===== config.mk =====
export PLATFORM = sky130hd
export DESIGN_NAME = pcf8563_ctrl
export DESIGN_NICKNAME = d
export VERILOG_FILES = /design/src/rtl/pcf8563_ctrl.sv
export SDC_FILE = /design/constraint.sdc
export NUM_CORES = 1
export LEC_CHECK = 0
export CAP_MARGIN = 20
export CORE_AREA = 2 2 115 106
export CTS_CLUSTER_DIAMETER = 100
export DETAILED_ROUTE_END_ITERATION = 6
export DIE_AREA = 0 0 117 108
export PLACE_DENSITY = 0.74
export SETUP_SLACK_MARGIN = 0.3
export SLEW_MARGIN = 5
export SYNTH_ARGS = -nofsm -noshare
export SYNTH_HDL_FRONTEND = slang
export SYNTH_SLANG_ARGS = --single-unit

===== constraint.sdc =====
create_clock -name CLOCK -period 2.57 [get_ports CLOCK]
set_input_delay 0.514 -clock CLOCK [delete_from_list [all_inputs] [get_ports CLOCK]]
set_output_delay 0.514 -clock CLOCK [all_outputs]
set_load 0.05 [all_outputs]

===== src/rtl/pcf8563_ctrl.sv =====
// PCF8563 RTC transaction sequencer driving a byte-level I2C master over call/done.
// Runs the init writes, periodic sec/min/hour polls and user set-time writes.
module pcf8563_ctrl #(
    parameter int unsigned POLL_CYCLES = 50_000_000,
    parameter int unsigned TIMEOUT     = 1_000_000,
    parameter bit          INIT_EN     = 1'b1
) (
    input  logic       CLOCK,
    input  logic       RESET,
    output logic [1:0] oCall,
    output logic [7:0] oAddr,
    output logic [7:0] oWrData,
    input  logic [7:0] iRdData,
    input  logic       iDone,
    input  logic       iSetReq,
    input  logic [7:0] iSetSec,
    input  logic [7:0] iSetMin,
    input  logic [7:0] iSetHour,
    output logic       oSetAck,
    output logic [7:0] oSec,
    output logic [7:0] oMin,
    output logic [7:0] oHour,
    output logic       oVL,
    output logic       oValid,
    output logic       oBusy,
    output logic       oErr
);
    localparam int PC_W = (POLL_CYCLES > 1) ? $clog2(POLL_CYCLES) : 1;
    localparam int TO_W = (TIMEOUT > 1) ? $clog2(TIMEOUT) : 1;
    localparam logic [PC_W-1:0] POLL_LAST = PC_W'(POLL_CYCLES - 1);
    localparam logic [TO_W-1:0] TO_LAST   = TO_W'(TIMEOUT - 1);
    localparam logic [1:0] CALL_WR = 2'b10;
    localparam logic [1:0] CALL_RD = 2'b01;

    typedef enum logic [2:0] {
        S_INIT,
        S_WAIT,
        S_POLL,
        S_PUBLISH,
        S_SET
    } state_t;

    state_t          state_q, state_d;
    logic [1:0]      step_q, step_d;
    logic            issue_q, issue_d;
    logic [1:0]      call_q, call_d;
    logic [7:0]      addr_q, addr_d;
    logic [7:0]      wdata_q, wdata_d;
    logic [TO_W-1:0] tmo_q, tmo_d;
    logic [PC_W-1:0] poll_q, poll_d;
    logic            pend_q, pend_d;
    logic            first_q, first_d;
    logic            err_q, err_d;
    logic [7:0]      sh02_q, sh02_d;
    logic [7:0]      sh03_q, sh03_d;
    logic [7:0]      smin_q, smin_d;
    logic [7:0]      shour_q, shour_d;
    logic [7:0]      sec_q, sec_d;
    logic [7:0]      min_q, min_d;
    logic [7:0]      hour_q, hour_d;
    logic            vl_q, vl_d;
    logic            valid_q, valid_d;
    logic            ack_q, ack_d;
    logic            go_set, go_poll;

    always_ff @(posedge CLOCK or negedge RESET) begin
        if (!RESET) begin
            // With init disabled, start in WAIT and let first_q force an immediate poll.
            state_q <= INIT_EN ? S_INIT : S_WAIT;
            first_q <= !INIT_EN;
            step_q  <= '0;
            issue_q <= 1'b0;
            call_q  <= 2'b00;
            addr_q  <= '0;
            wdata_q <= '0;
            tmo_q   <= '0;
            poll_q  <= '0;
            pend_q  <= 1'b0;
            err_q   <= 1'b0;
            sh02_q  <= '0;
            sh03_q  <= '0;
            smin_q  <= '0;
            shour_q <= '0;
            sec_q   <= '0;
            min_q   <= '0;
            hour_q  <= '0;
            vl_q    <= 1'b0;
            valid_q <= 1'b0;
            ack_q   <= 1'b0;
        end else begin
            state_q <= state_d;
            first_q <= first_d;
            step_q  <= step_d;
            issue_q <= issue_d;
            call_q  <= call_d;
            addr_q  <= addr_d;
            wdata_q <= wdata_d;
            tmo_q   <= tmo_d;
            poll_q  <= poll_d;
            pend_q  <= pend_d;
            err_q   <= err_d;
            sh02_q  <= sh02_d;
            sh03_q  <= sh03_d;
            smin_q  <= smin_d;
            shour_q <= shour_d;
            sec_q   <= sec_d;
            min_q   <= min_d;
            hour_q  <= hour_d;
            vl_q    <= vl_d;
            valid_q <= valid_d;
            ack_q   <= ack_d;
        end
    end

    always_comb begin
        state_d = state_q;
        first_d = first_q;
        step_d  = step_q;
        issue_d = issue_q;
        call_d  = call_q;
        addr_d  = addr_q;
        wdata_d = wdata_q;
        tmo_d   = tmo_q;
        poll_d  = poll_q;
        pend_d  = pend_q;
        err_d   = err_q;
        sh02_d  = sh02_q;
        sh03_d  = sh03_q;
        smin_d  = smin_q;
        shour_d = shour_q;
        sec_d   = sec_q;
        min_d   = min_q;
        hour_d  = hour_q;
        vl_d    = vl_q;
        valid_d = 1'b0;
        ack_d   = 1'b0;
        go_set  = 1'b0;
        go_poll = 1'b0;

        if (iSetReq && (state_q != S_WAIT)) pend_d = 1'b1;

        case (state_q)
            S_WAIT: begin
                poll_d = poll_q + PC_W'(1);
                if (pend_q || iSetReq) go_set = 1'b1;
                else if (first_q || (poll_q == POLL_LAST)) go_poll = 1'b1;
            end
            S_PUBLISH: begin
                if (pend_q || iSetReq) go_set = 1'b1;
                else state_d = S_WAIT;
            end
            default: begin
                // Address/data were loaded on the previous edge, so this gap cycle
                // only raises the call; it is then held until iDone.
                if (!issue_q) begin
                    issue_d = 1'b1;
                    tmo_d   = '0;
                    call_d  = (state_q == S_POLL) ? CALL_RD : CALL_WR;
                end else begin
                    if (tmo_q == TO_LAST) err_d = 1'b1;
                    else tmo_d = tmo_q + TO_W'(1);
                    if (iDone) begin
                        issue_d = 1'b0;
                        call_d  = 2'b00;
                        step_d  = step_q + 2'd1;
                        case (state_q)
                            S_INIT: begin
                                if (step_q == 2'd0) begin
                                    addr_d  = 8'h01;
                                    wdata_d = 8'h00;
                                end else begin
                                    go_poll = 1'b1;
                                end
                            end
                            S_POLL: begin
                                case (step_q)
                                    2'd0: begin
                                        sh02_d = iRdData;
                                        addr_d = 8'h03;
                                    end
                                    2'd1: begin
                                        sh03_d = iRdData & 8'h7F;
                                        addr_d = 8'h04;
                                    end
                                    default: begin
                                        sec_d   = {1'b0, sh02_q[6:0]};
                                        min_d   = sh03_q;
                                        hour_d  = iRdData & 8'h3F;
                                        vl_d    = sh02_q[7];
                                        valid_d = 1'b1;
                                        state_d = S_PUBLISH;
                                    end
                                endcase
                            end
                            S_SET: begin
                                case (step_q)
                                    2'd0: begin
                                        addr_d  = 8'h03;
                                        wdata_d = smin_q;
                                    end
                                    2'd1: begin
                                        addr_d  = 8'h04;
                                        wdata_d = shour_q;
                                    end
                                    default: begin
                                        ack_d   = 1'b1;
                                        pend_d  = 1'b0;
                                        go_poll = 1'b1;
                                    end
                                endcase
                            end
                            default: ;
                        endcase
                    end
                end
            end
        endcase

        // Set values are sampled here, at group entry; seconds bit7=0 clears VL.
        if (go_set) begin
            state_d = S_SET;
            step_d  = '0;
            issue_d = 1'b0;
            poll_d  = '0;
            addr_d  = 8'h02;
            wdata_d = iSetSec & 8'h7F;
            smin_d  = iSetMin & 8'h7F;
            shour_d = iSetHour & 8'h3F;
        end
        if (go_poll) begin
            state_d = S_POLL;
            step_d  = '0;
            issue_d = 1'b0;
            poll_d  = '0;
            first_d = 1'b0;
            addr_d  = 8'h02;
        end
    end

    assign oCall   = call_q;
    assign oAddr   = addr_q;
    assign oWrData = wdata_q;
    assign oSetAck = ack_q;
    assign oSec    = sec_q;
    assign oMin    = min_q;
    assign oHour   = hour_q;
    assign oVL     = vl_q;
    assign oValid  = valid_q;
    assign oBusy   = (state_q != S_WAIT);
    assign oErr    = err_q;

endmodule

======== Word level (Yosys, flattened, before mapping) ========
Index checks and enable logic that the tools add are counted.
Widths: inputs -> output; s select.
storage, ports and cells
  register bits after elaboration ......... 123
  bits of input ports ..................... 36
  output and inout bits ................... 47
operators by class
  $add $sub $neg .......................... 3
  equal/unequal tests ..................... 19
  mux-type cells .......................... 65
  bitwise logic cells ..................... 2
  reductions and logical operators ........ 27
operators by type and width
  operator               count
  $mux 8                 11
  $mux 26                3
  $pmux 8 s2             4
  $mux 20                2
  $mux 1                 27
  $add 26x1->26 const B  1
  $eq 26x26->1 const B   1
  $mux 3                 7
  $add 20x1->20 const B  1
  $eq 20x20->1 const B   1
  $reduce_and 6->1       3
  $mux 2                 8
  $reduce_bool 4->1      4
  $reduce_and 5->1       3
  $ne 4x4->1 const B     3
  $reduce_bool 3->1      4
  $eq 3x2->1 const B     2
  $ne 3x1->1 const B     2
  $ne 3x3->1 const B     2
  $pmux 3 s2             1
  $reduce_and 3->1       2
  $reduce_or 2->1        3
  $ne 5x1->1 const B     1
  $ne 2x2->1 const B     2
  14 further kinds       18

======== Logic depth before layout (Yosys ltp) ========
  depth in word-level cells ............... 9
  mapped depth ............................ 7
  mapped depth without buffers ............ 6

======== Worst setup path before layout ========
No wires, ideal clock.
  path kind ............................... register to register
  from .................................... register tmo_q[0]
  to ...................................... register tmo_q[18]
  library setup time ...................... 0.080 ns
  arrival time ............................ 1.936 ns
  setup slack ............................. 0.555 ns
  cell stages (with the launch flop) ...... 7
  cell sequence ........................... dfrtp_1 > ha_1 > nand3_2 > or4b_1 > clkbuf_2 > or4_1 > a21oi_1
on the way
  longest elaborated chain between the ends .. 3
  elaborated cells between the ends (all ways) .. 6
  classes of those cells .................. add/sub (1); eq/ne (2); mux (2); reduce/logical (1)
RTL lines
  element                                               line      source
  start, declared                                       49        logic [TO_W-1:0] tmo_q, tmo_d;
  start signal, assigned                                98        tmo_q <= tmo_d;
  $add 20x1->20 / $eq 20x20->1 (equally long branches)  161, 160
  $mux 20 / $ne 2x2->1 (equally long branches)          -
  $mux 20 / $reduce_and 2->1 (equally long branches)    -
Several ways; a longest one is shown, not always the timed one. The select of a mux whose other input is x is not followed.
A chain may end at the register's enable or synchronous reset.

======== Final worst setup path ========
  from .................................... input port iDone
  to ...................................... register addr_q[1], in the netlist oAddr[1]
on the way
  longest elaborated chain between the ends .. 5
  elaborated cells between the ends (all ways) .. 11
  classes of those cells .................. eq/ne (3); mux (4); reduce/logical (4)
RTL lines
  element                                                    line  source
  start, declared                                            14    input logic iDone,
  $mux 1                                                     162   if (iDone) begin
  $mux 1                                                     155   if (!issue_q) begin
  $pmux 1 s2                                                 142   case (state_q)
  $ne 5x1->1 (no source line), or another cell as far along  -
  $reduce_and 6->1 (no source line)                          -
  end signal, assigned                                       96    addr_q <= addr_d;
  end, declared                                              47    logic [7:0] addr_q, addr_d;
Several ways; a longest one is shown, not always the timed one.

==> results_dict.tcl <==
set metrics [dict create \
    synth_edf_count 0 \
    dieArea_um2 12600 \
    hold_ws_ps 50.2 \
    reg2reg_to "sh03_q[4]" \
    place_hpwl_um 8590 \
    place_area_um2 6670 \
    worst_slack_ps 368 \
    finalPower_mw 7.92 \
    antenna_found_initial 0 \
    insertion_delay_ps 410 \
    ys.warnings.count 0 \
    die_y_um 108 \
    final_common_cell "dfrtp_1" \
    critPathRequiredTime_ps 2850 \
    cts_setup_buffers 0 \
    cts.clk_slew.worst_paths_ps 60 \
    postLayoutCellArea_um2 7260 \
    critPathCaptureType "register" \
    avgRoutedWirePerCell_um 16.2 \
    synthesis.instances 538 \
    cts_tree "built" \
    rsz0062_at_grt "no" \
    cp_max_fo 4 \
    finalClockSkew_ps 6.05 \
    ant_nets 0 \
    critPathLaunch "iDone" \
    tightest_slew_ps 706 \
    vias 4498 \
    async_flop_share 1.00 \
    ys_ff_latch 117 \
    grt.overflow.total 0 \
    maxCapViolations 0 \
    ys_seq_area_frac 0.512 \
    num_io_pins 83 \
    layout_min_cycle_time_ps 2200 \
    irDropWorstVdd_uv 774 \
    route.detailed.drc 0 \
    final_cell_mix "dfrtp_1 (116), nand2_1 (68), clkdlybuf4s50_1 (66)" \
    critPathCapture "oAddr[1]" \
    area_growth_pct 27.0 \
    start_util 0.504 \
    clockRootBuffer "clkbuf_16" \
    chipWidth_um 117 \
    worst-r2r-cell-count 4 \
    p_leak_nw 3.12 \
    powerDensity_nw_per_um2 1090 \
    synth_top_flop_cell "dfrtp_1" \
    finalHoldViolCount 0 \
    status "finished, final reports clean" \
    finalWirelength_um 12800 \
    finalSetupViolCount 0 \
    place.gp.congestion 0.830 \
    maxSlewHeadroom 0.527 \
    firstDrtPassIters 5 \
    drv_slew 0 \
    rows 37 \
    grt_pass1_wl_um 21600 \
    final.period_utilization 0.857 \
    port_buffers 68 \
    synth.distinct_cells 65 \
    rr_startpoint "state_q[2]" \
    cts_made_buffers 17 \
    via_per_inst 5.68 \
    cp.arrival_ps 2480 \
    cts.htree.levels 4 \
    diodes 0 \
    synth_area_um2 5720 \
    start_kind "input port" \
    grt_pass1_vias 4504 \
    syn_avg_cell_area_um2 10.6 \
    place_ws_ps -99.7 \
    max_freq_mhz 454 \
    ff2ff_setup_slack_ps 380 \
    drive_gt1_frac 0.186 \
    coreArea_um2 11300 \
    grt_usage 0.219 \
    crit_type "input port to register" \
    cts_sinks 117 \
    clockBufferDepth 2 \
    nets 663 \
    grt_max_degree 45 \
    drt_iter0_drc 317 \
    hold_path.class "input port to asynchronous set/reset pin" \
]
-- how the worst min path moves through the flow --
stage,startpoint,end,slack (ps),depth (start not counted)
6_report,RESET,shour_q[2],50,1
5_1_grt,RESET,shour_q[2],70,1
4_1_cts,RESET,shour_q[2],60,1
3_5_place_dp,shour_q[4],shour_q[4],460,2
3_3_place_gp,oErr,oErr,460,1
2_1_floorplan,RESET,issue_q,220,0
-- layout make-up --
type                       instances  area (um^2)
tap                              156          195
sequential                       117         2930
timing repair buffer              92          893
clock buffer                      18          439
inverter                          11         41.3
fill                             907         4080
multi-input combinational        384         2630
clock inverter                    14          139
-- repair_timing --
action | in CTS | in global routing
resized for setup | 0 | 6
setup endpoints to repair | 0 | 27
hold buffers | 0 | 0
-- synth_stat cells (all sizes together) (6+ instances only) --
library cell,number,area share
buf,20,0.021
nand2,69,0.045
a21oi,11,0.010
or3,12,0.013
clkbuf,15,0.010
xor2,6,0.0092
xnor2,7,0.011
nand3,14,0.013
nor2,27,0.018
inv,11,0.0072
nor4,6,0.010
or4,11,0.016
mux2,37,0.073
nor3,24,0.021
o21ai,14,0.012
o31ai,11,0.014
mux2i,16,0.028
dfrtp,117,0.51
nand4,14,0.016
a211oi,16,0.024
-- critical path, stage by stage --
cell and delay, ps:
clkdlybuf4s50_1 540, nand2_1 100, a2111oi_1 530, buf_4 210, o2bb2ai_1 120, or3b_2 460
-- routing by layer --
layer,part of all wire,routed length (um),global-route usage
met1,0.45,5810,0.295
met4,0.015,197,0.0681
met2,0.48,6150,0.343
met3,0.054,688,0.0684
met5,0,0,0
-- sequential cells by signal (all words and copies together), names as in the netlist, 2 cells and up --
signal	count
step_q	2
tmo_q	20
oSec	7
shour_q	6
oHour	6
poll_q	26
oCall	2
oAddr	3
state_q	3
sh02_q	8
oMin	7
sh03_q	7
smin_q	7
oWrData	7
-- metrics by stage --
stage | setup TNS (ps) | instances | util
after floorplan | 0 | 547 | -
after global placement | 0 | 760 | 0.588
after detailed placement | -99.7 | 760 | 0.588
after CTS | 0 | 792 | 0.639
after global routing | 0 | 792 | 0.640
final | 0 | 792 | 0.640
-- cell families after synthesis --
kind of cell / synth area share
simple gates: 0.211
flops: 0.512
compound gates: 0.108
mux: 0.101
buf+inv: 0.0385
xor+xnor: 0.0199
fa+ha+maj: 0.00876
other cells: 0.000656
-- where the power goes --
group,internal [mW],leakage [nW],switching (mW)
Combinational,1.15,1.30,1.78
Clock,1.38,0.277,0.922
Sequential,2.35,1.54,0.332
Total,4.88,3.12,3.03
No activity file was read; power rests on OpenSTA's default activity.
